**config.mk**
```make
export PLATFORM = sky130hd
export DESIGN_NAME = rv_load_store_unit_flat
export DESIGN_NICKNAME = d
export VERILOG_FILES = /design/src/rtl/rv_load_store_unit_if.sv /design/src/rtl/rv_load_store_unit.sv /design/src/flat_wrapper.sv
export SDC_FILE = /design/constraint.sdc
export NUM_CORES = 1
export LEC_CHECK = 0
export ABC_CLOCK_PERIOD_IN_PS = 1600
export BUFFER_PORTS_ARGS = -buffer_cell sky130_fd_sc_hd__buf_4
export CORE_AREA = 5 5 104 106
export DETAILED_ROUTE_END_ITERATION = 8
export DIE_AREA = 0 0 109 111
export GPL_TIMING_DRIVEN = 0
export PLACE_DENSITY_LB_ADDON = 0.2
export SLEW_MARGIN = 15
export SYNTH_ARGS = -nofsm -noshare
export SYNTH_HDL_FRONTEND = slang
export SYNTH_SLANG_ARGS = --single-unit
```
**constraint.sdc**
```tcl
create_clock -name clk -period 1.6 [get_ports clk]
set_input_delay 0.24 -clock clk [delete_from_list [all_inputs] [get_ports clk]]
set_output_delay 0.24 -clock clk [all_outputs]
set_load 0.01 [all_outputs]
```
**src/rtl/rv_load_store_unit_if.sv**
```systemverilog
// Request/response handshake plus word-addressed memory port of the load/store unit.
// The slave side is the unit itself; the master side is the core plus the memory it talks to.
interface rv_load_store_unit_if #(
  parameter int ADDR_W = 8
);
  logic              req_valid;
  logic              req_ready;
  logic              req_is_store;
  logic [2:0]        req_funct3;
  logic [31:0]       req_addr;
  logic [31:0]       req_wdata;
  logic              resp_valid;
  logic [31:0]       resp_rdata;
  logic              resp_error;
  logic [ADDR_W-1:0] mem_addr;
  logic              mem_rstrb;
  logic [31:0]       mem_rdata;
  logic [31:0]       mem_wdata;
  logic [3:0]        mem_wmask;

  modport master (
    output req_valid, req_is_store, req_funct3, req_addr, req_wdata, mem_rdata,
    input  req_ready, resp_valid, resp_rdata, resp_error,
           mem_addr, mem_rstrb, mem_wdata, mem_wmask
  );

  modport slave (
    input  req_valid, req_is_store, req_funct3, req_addr, req_wdata, mem_rdata,
    output req_ready, resp_valid, resp_rdata, resp_error,
           mem_addr, mem_rstrb, mem_wdata, mem_wmask
  );
endinterface

```
**src/rtl/rv_load_store_unit.sv**
```systemverilog
// RISC-V LOAD/STORE memory stage: latches one request, issues a byte-masked word access to a
// synchronous RAM and returns the extended load result (or an alignment/funct3 error).
module rv_load_store_unit #(
  parameter int ADDR_W = 8
) (
  input  logic                clk,
  input  logic                reset,
  rv_load_store_unit_if.slave bus
);

  typedef enum logic [1:0] {IDLE, ISSUE, WAIT, RESP} state_t;

  state_t            state;
  state_t            nextState;
  logic              accept;
  logic              reqErr;
  logic [31:0]       storeData;
  logic [3:0]        storeMask;
  logic [31:0]       loadData;
  logic [7:0]        loadByte;
  logic [15:0]       loadHalf;

  logic              isStore;
  logic [2:0]        funct3;
  logic [ADDR_W+1:0] addrLat;
  logic [31:0]       wdataLat;
  logic [3:0]        wmaskLat;
  logic [31:0]       rdataReg;
  logic              errorReg;

  // Address bits above the memory size wrap silently.
  logic unusedAddrBits;
  assign unusedAddrBits = ^bus.req_addr[31:ADDR_W+2];

  assign accept = bus.req_valid && (state == IDLE) && !reset;

  always_comb begin
    reqErr = 1'b0;
    case (bus.req_funct3)
      3'b000, 3'b100: reqErr = 1'b0;
      3'b001, 3'b101: reqErr = bus.req_addr[0];
      3'b010:         reqErr = |bus.req_addr[1:0];
      default:        reqErr = 1'b1;
    endcase
    if (bus.req_is_store && bus.req_funct3[2]) begin
      reqErr = 1'b1;
    end
  end

  always_comb begin
    storeData = bus.req_wdata;
    storeMask = 4'b1111;
    case (bus.req_funct3[1:0])
      2'b00: begin
        storeData = {4{bus.req_wdata[7:0]}};
        storeMask = 4'b0001 << bus.req_addr[1:0];
      end
      2'b01: begin
        storeData = {2{bus.req_wdata[15:0]}};
        storeMask = 4'b0011 << bus.req_addr[1:0];
      end
      default: begin
        storeData = bus.req_wdata;
        storeMask = 4'b1111;
      end
    endcase
  end

  // Lane selection for loads uses the latched low address bits.
  always_comb begin
    loadByte = bus.mem_rdata[7:0];
    case (addrLat[1:0])
      2'b00:   loadByte = bus.mem_rdata[7:0];
      2'b01:   loadByte = bus.mem_rdata[15:8];
      2'b10:   loadByte = bus.mem_rdata[23:16];
      default: loadByte = bus.mem_rdata[31:24];
    endcase
    loadHalf = addrLat[1] ? bus.mem_rdata[31:16] : bus.mem_rdata[15:0];
    case (funct3)
      3'b000:  loadData = {{24{loadByte[7]}}, loadByte};
      3'b100:  loadData = {24'b0, loadByte};
      3'b001:  loadData = {{16{loadHalf[15]}}, loadHalf};
      3'b101:  loadData = {16'b0, loadHalf};
      default: loadData = bus.mem_rdata;
    endcase
  end

  always_comb begin
    nextState = state;
    case (state)
      IDLE:    if (accept) nextState = reqErr ? RESP : ISSUE;
      ISSUE:   nextState = isStore ? RESP : WAIT;
      WAIT:    nextState = RESP;
      RESP:    nextState = IDLE;
      default: nextState = IDLE;
    endcase
  end

  always_ff @(posedge clk) begin
    if (reset) begin
      state <= IDLE;
    end else begin
      state <= nextState;
    end
  end

  // Store lanes and mask are formed at accept so the memory port stays stable afterwards.
  always_ff @(posedge clk) begin
    if (reset) begin
      isStore  <= 1'b0;
      funct3   <= 3'b000;
      addrLat  <= '0;
      wdataLat <= 32'b0;
      wmaskLat <= 4'b0;
      rdataReg <= 32'b0;
      errorReg <= 1'b0;
    end else begin
      if (accept) begin
        isStore  <= bus.req_is_store;
        funct3   <= bus.req_funct3;
        addrLat  <= bus.req_addr[ADDR_W+1:0];
        wdataLat <= storeData;
        wmaskLat <= storeMask;
        rdataReg <= 32'b0;
        errorReg <= reqErr;
      end
      if (state == WAIT) begin
        rdataReg <= loadData;
      end
    end
  end

  assign bus.req_ready  = (state == IDLE) && !reset;
  assign bus.resp_valid = (state == RESP) && !reset;
  assign bus.resp_error = errorReg && bus.resp_valid;
  assign bus.resp_rdata = rdataReg;
  assign bus.mem_addr   = addrLat[ADDR_W+1:2];
  assign bus.mem_wdata  = wdataLat;
  // Strobes are gated by reset so a reset landing in ISSUE kills the access that same cycle.
  assign bus.mem_rstrb  = (state == ISSUE) && !isStore && !reset;
  assign bus.mem_wmask  = ((state == ISSUE) && isStore && !reset) ? wmaskLat : 4'b0000;

endmodule

```
**src/flat_wrapper.sv**
```systemverilog
// flat-port wrapper written by rule: the top's interface ports become plain ports
module rv_load_store_unit_flat 
#(
  parameter int ADDR_W = 8
)
  (clk, reset, bus_req_valid, bus_req_is_store, bus_req_funct3, bus_req_addr, bus_req_wdata, bus_mem_rdata, bus_req_ready, bus_resp_valid, bus_resp_rdata, bus_resp_error, bus_mem_addr, bus_mem_rstrb, bus_mem_wdata, bus_mem_wmask);
  rv_load_store_unit_if #(.ADDR_W(ADDR_W)) bus_i ();
  input  logic clk;
  input  logic reset;
  input wire logic [$bits(bus_i.req_valid)-1:0] bus_req_valid;
  input wire logic [$bits(bus_i.req_is_store)-1:0] bus_req_is_store;
  input wire logic [$bits(bus_i.req_funct3)-1:0] bus_req_funct3;
  input wire logic [$bits(bus_i.req_addr)-1:0] bus_req_addr;
  input wire logic [$bits(bus_i.req_wdata)-1:0] bus_req_wdata;
  input wire logic [$bits(bus_i.mem_rdata)-1:0] bus_mem_rdata;
  output wire logic [$bits(bus_i.req_ready)-1:0] bus_req_ready;
  output wire logic [$bits(bus_i.resp_valid)-1:0] bus_resp_valid;
  output wire logic [$bits(bus_i.resp_rdata)-1:0] bus_resp_rdata;
  output wire logic [$bits(bus_i.resp_error)-1:0] bus_resp_error;
  output wire logic [$bits(bus_i.mem_addr)-1:0] bus_mem_addr;
  output wire logic [$bits(bus_i.mem_rstrb)-1:0] bus_mem_rstrb;
  output wire logic [$bits(bus_i.mem_wdata)-1:0] bus_mem_wdata;
  output wire logic [$bits(bus_i.mem_wmask)-1:0] bus_mem_wmask;
  assign bus_i.req_valid = bus_req_valid;
  assign bus_i.req_is_store = bus_req_is_store;
  assign bus_i.req_funct3 = bus_req_funct3;
  assign bus_i.req_addr = bus_req_addr;
  assign bus_i.req_wdata = bus_req_wdata;
  assign bus_i.mem_rdata = bus_mem_rdata;
  assign bus_req_ready = bus_i.req_ready;
  assign bus_resp_valid = bus_i.resp_valid;
  assign bus_resp_rdata = bus_i.resp_rdata;
  assign bus_resp_error = bus_i.resp_error;
  assign bus_mem_addr = bus_i.mem_addr;
  assign bus_mem_rstrb = bus_i.mem_rstrb;
  assign bus_mem_wdata = bus_i.mem_wdata;
  assign bus_mem_wmask = bus_i.mem_wmask;
  rv_load_store_unit #(.ADDR_W(ADDR_W)) u_core (.clk(clk), .reset(reset), .bus(bus_i));
endmodule
```
* Yosys cells after proc, flatten, opt, wreduce, memory -nomap -nowiden
Cells that the tools add are included.
** Word-level totals
- Bits in registers :: 85
- Input port bits :: 103
- Output and inout bits :: 80
- Word-level logic and storage cells :: 59
** Cells by class
- Equality and inequality tests :: 14
- Shift operators :: 2
- Muxes and demuxes :: 14
- Reductions and logical operators :: 21
** Operators by type and width (number)
- $pmux W32 S4 :: 1
- $mux W32 :: 2
- $pmux W32 S2 :: 1
- $pmux W8 S3 :: 1
- $mux W16 :: 1
- $eq A3 B3 Y1 const B :: 4
- $logic_and A1 B1 Y1 :: 10
- $pmux W2 S4 :: 1
- $pmux W4 S2 :: 1
- $eq A2 B1 Y1 const B :: 3
- $eq A2 B2 Y1 const B :: 3
- $eq A3 B1 Y1 const B :: 2
- $logic_not A2 Y1 :: 3
- $logic_not A3 Y1 :: 2
- $reduce_or A2 Y1 :: 3
- $mux W2 :: 2
- $mux W4 :: 1
- $shl A1 B2 Y4 const A :: 1
- $shl A2 B2 Y4 const A :: 1
- $eq A3 B2 Y1 const B :: 1
- $pmux W1 S3 :: 1
- $logic_not A1 Y1 :: 2
- $mux W1 :: 2
- $ne A2 B1 Y1 const B :: 1
- $reduce_bool A2 Y1 :: 1

* Depth between registers and ports, before layout
- Depth in word-level cells :: 7
- Gate-level depth with buffers :: 7

* Least setup slack after synthesis
Ideal clock, no wire load.
- Kind :: flip-flop to flip-flop
- Start :: register u_core.state[0]
- End :: register u_core.rdataReg[17] (netlist: u_core.bus.resp_rdata[17])
- Arrival time :: 1542 ps
- Required time :: 1541 ps
- Setup slack :: -1 ps
- Cell stages (with the launch flop) :: 6
- Path buffers :: 1
- Cells stage by stage :: dfxtp_1 -> inv_1 -> ha_1 -> a211oi_1 -> clkbuf_1 -> a22o_1
** On the way
- Word-level cells in the longest chain between the ends :: 4
** RTL lines
- from (decl) :: line rv_load_store_unit.sv:13 : state_t state;
- from (signal assigned) :: line rv_load_store_unit.sv:103 : state <= nextState;
- $logic_not A2 Y1 :: line rv_load_store_unit.sv:35 : assign accept = bus.req_valid && (state == IDLE) && !reset;
- $logic_and A1 B1 Y1 (2 in series) :: line rv_load_store_unit.sv:35
- $reduce_bool A2 Y1 (no line)
- to (signal assigned) :: line rv_load_store_unit.sv:128 : rdataReg <= loadData;
- to (decl) :: line rv_load_store_unit.sv:28 : logic [31:0] rdataReg;
Several ways; a longest one is shown, not always the timed one.
A chain may end at the register's enable or synchronous reset.

* Worst setup path in the final report
- Start :: register u_core.state[1]
- End :: output bus_mem_wmask[2]
** On the way
- Word-level cells in the longest chain between the ends :: 4
** RTL lines
- $eq A2 B1 Y1 :: line rv_load_store_unit.sv:141 : assign bus.mem_wmask = ((state == ISSUE) && isStore && !reset) ? wmaskLat : 4'b0000;
- $logic_and A1 B1 Y1 (2 in series) :: line rv_load_store_unit.sv:141
- $mux W4 :: line rv_load_store_unit.sv:141
- to (decl) :: line flat_wrapper.sv:23 : output wire logic [$bits(bus_i.mem_wmask)-1:0] bus_mem_wmask;
No other way between the ends.

==> metrics <==
routed wl met3=approximately 1100 µm; Worst EP arrival=1.38 ns; GP Congestion=0.839; initial antenna violation count=0; multi-input combinational cell area=between 2000 and 2500 µm²; final WL=12,600 µm; Max Cap Violations=0; Final setup viols=1; Post-synth EDFFs=0; DR DRC count=0; DR pass1 iterations=4; aggregate global-route resource usage=20.8%; critical path launch point type=register; Yosys top cell by area=dfxtp_1; Synth Instances=455; post-DP HPWL=9800 µm; grt total ovfl=0; main flop type after synthesis=dfxtp_1; CTS H-tree depth=3; die width=~110 µm; Critical Path RT=1.36 ns; Worst-path clk slew=0.09 ns; metal1 wirelength=5310 µm; Seq/Total Area, Yosys=42.5%; top-area cell type share of the netlist area=roughly 43%; fin crit share=101%; synthesis-to-finish area growth=45.5%; # fillers=877; Ys Warns=0; share of layout cells above drive strength 1=39.7%; Power Dens Cells=about 1300 nW/µm²; Least-Margin Pin Slew=0.592 ns; Top-Level Pins=183; CP Class=register to primary output; fin worst setup slack=-0.0154 ns; Synth Area per Inst=between 8 and 9 µm²; num rows=36; violated checks=setup timing; DR top layer=met4; status=complete, but fails checks; Yosys reg bits=between 80 and 90; Hold Vio Cnt, Final=0; vias per cell=approximately 5.1; fin cells=767; number of global-route vias before repair=4,080; post-synth cell types=46; core box area=between 9000 and 10,000 µm²; unrepaired setup endpoints after global routing=true; FF/Latch Area=between 1500 and 2000 µm²; DRT antenna net count=0; cts hold-fix bufs=0; critical path fanouts, max=5; Worst setup EP type=primary output; Netlist Area Pre-Place=4000 µm²; syn_nets=563; worst relative slew slack=60.5%; clk root buf=clkbuf_8; DR vias=3,939; Initial DRC Count=109; min-delay worst type=input port to register; maximum clock path buffer count=2; f_max=619 MHz; clock skew=0.0132 ns; Antenna Diode Count=0; setup slack at placement=-0.401 ns; DIE AREA=12,100 µm²; Starting Density=41.3%; max-slew violation count=0; clock sink count=85; Die Y=111 µm; hold_ws=0.0805 ns; Routed WL per cell=between 15 and 20 µm; # nets final=737; port buffer count=157; CTS buffer count=9; Synth area leaders=dfxtp_1 (43%), mux2i_1 (6.5%), o21ai_0 (6.0%); DR WL met2=between 5000 and 6000 µm; P_leak=2.65 nW; Async SR Flop Fraction=0%; number of cells after detailed placement=about 750; Period minus WS final=approximately 1.6 ns; CTS tree=done; worst skew pair latency=0.36 ns; first-pass GRT wire length=about 20,000 µm; largest net degree at the start of global routing=17; peak supply drop=approximately 670 µV
registers in the layout (all words and copies together), names as in the netlist:
name	flops
u_core.bus.resp_rdata	32
u_core.isStore	1
u_core.state	2
u_core.errorReg	1
u_core.bus.mem_wdata	32
u_core.wmaskLat	4
u_core.addrLat	10
u_core.funct3	3
layout by cell type (no fill, tap or decap), types with 6 or more instances in the layout:
cell type	instances
mux2i_1	26
nand3_1	17
o21ai_1	8
clkbuf_1	7
a22o_1	16
dfxtp_1	80
nor2_1	26
and3_1	9
o21ai_0	46
nand2b_1	25
buf_4	174
nand2_1	37
a211oi_2	6
a21oi_1	24
buf_2	8
clkbuf_8	9
a21o_1	12
a211oi_1	8
buf_6	6
logic make-up (layout without fill, tap and decap cells):
family / Yosys count / in the layout / synth area share (%)
buf+inv: 50 / 229 / 6.41
flops: 85 / 85 / 42.5
compound gates: 147 / 147 / 24.3
mux: 30 / 30 / 7.81
fa+ha+maj: 5 / 5 / 1.56
simple gates: 138 / 138 / 17.4
layer usage:
| layer | global-route usage [%] | vias up |
|---|---|---|
| li1 | - | 1961 |
| met1 | 25.3 | 1822 |
| met2 | 34.3 | 138 |
| met3 | 6.93 | 18 |
| met4 | 6.90 | 0 |
| met5 | 0 | - |
Yosys cell counts (2+ instances only):
master / count
nor3b_1: 2
and3_1: 9
clkbuf_1: 16
nor2b_1: 4
nand3_1: 17
buf_2: 13
buf_6: 2
nand2b_1: 25
nand2_1: 39
a211oi_1: 15
o21a_1: 5
mux2i_1: 26
a21o_1: 12
ha_1: 5
and2_1: 5
buf_4: 10
o21ai_1: 7
nor2_1: 26
inv_1: 6
nand3b_1: 2
dfxtp_1: 85
mux2_4: 2
a21oi_1: 26
a22o_1: 16
o21ai_0: 48
mux2_2: 2
a32o_1: 5
o221ai_1: 5
buf_1: 3
what timing repair did:
item,in CTS,in global routing
setup endpoints to repair,91,92
gates resized for setup,25,46
setup buffers,3,3
pin swaps,1,6
cloned,0,0
final cells by class:
cell class,instances,share of cell area [%]
multi-input cells,320,37.2
flip-flops and latches,85,29.4
repair buffers,163,21.1
plain buffers,44,5.05
well taps,133,2.86
clock buffers,9,2.13
clock inverters,7,1.80
inverters,6,0.494
critical path: stages (launching register included):
cell and delay (ns):
dfxtp_4 0.38, inv_4 0.08, ha_4 0.15, nand2_4 0.07
nor3b_4 0.22, buf_6 0.13
path summary, 6_finish.rpt:
| path | slack (ns) | depth (start not counted) | endpoint | start |
|---|---|---|---|---|
| hold reg to reg | 0.46 | 2 | u_core.addrLat[9]$_SDFFE_PP0P_ | u_core.addrLat[9]$_SDFFE_PP0P_ |
| setup / recovery | -0.02 | 5 | bus_mem_wmask[2] | u_core.state[1]$_SDFFE_PP0P_ |
| hold / removal | 0.08 | 3 | u_core.addrLat[8]$_SDFFE_PP0P_ | bus_req_addr[8] |
| setup reg to reg | 0.04 | 6 | u_core.bus.resp_rdata[30]$_SDFFE_PP0P_ | u_core.addrLat[1]$_SDFFE_PP0P_ |
per-stage QoR:
step	setup TNS, ns	util, %	power, mW	cell area (µm²)
after floorplan	0	-	4.21	4010
after detailed placement	-16.96	55.2	5.34	5350
after global routing	-0.345	60.2	7.77	5830
after global placement	-13.96	55.2	5.28	5350
after CTS	-0.532	58.5	7.20	5670
final	-0.0154	60.2	7.32	5830
report_power, final:
group	internal, mW	total (mW)	switching, mW
clock network	0.904	1.76	0.856
logic	1.36	2.68	1.32
registers	2.58	2.88	0.300
total	4.84	7.32	2.48
(Power assumes the default switching activity.)
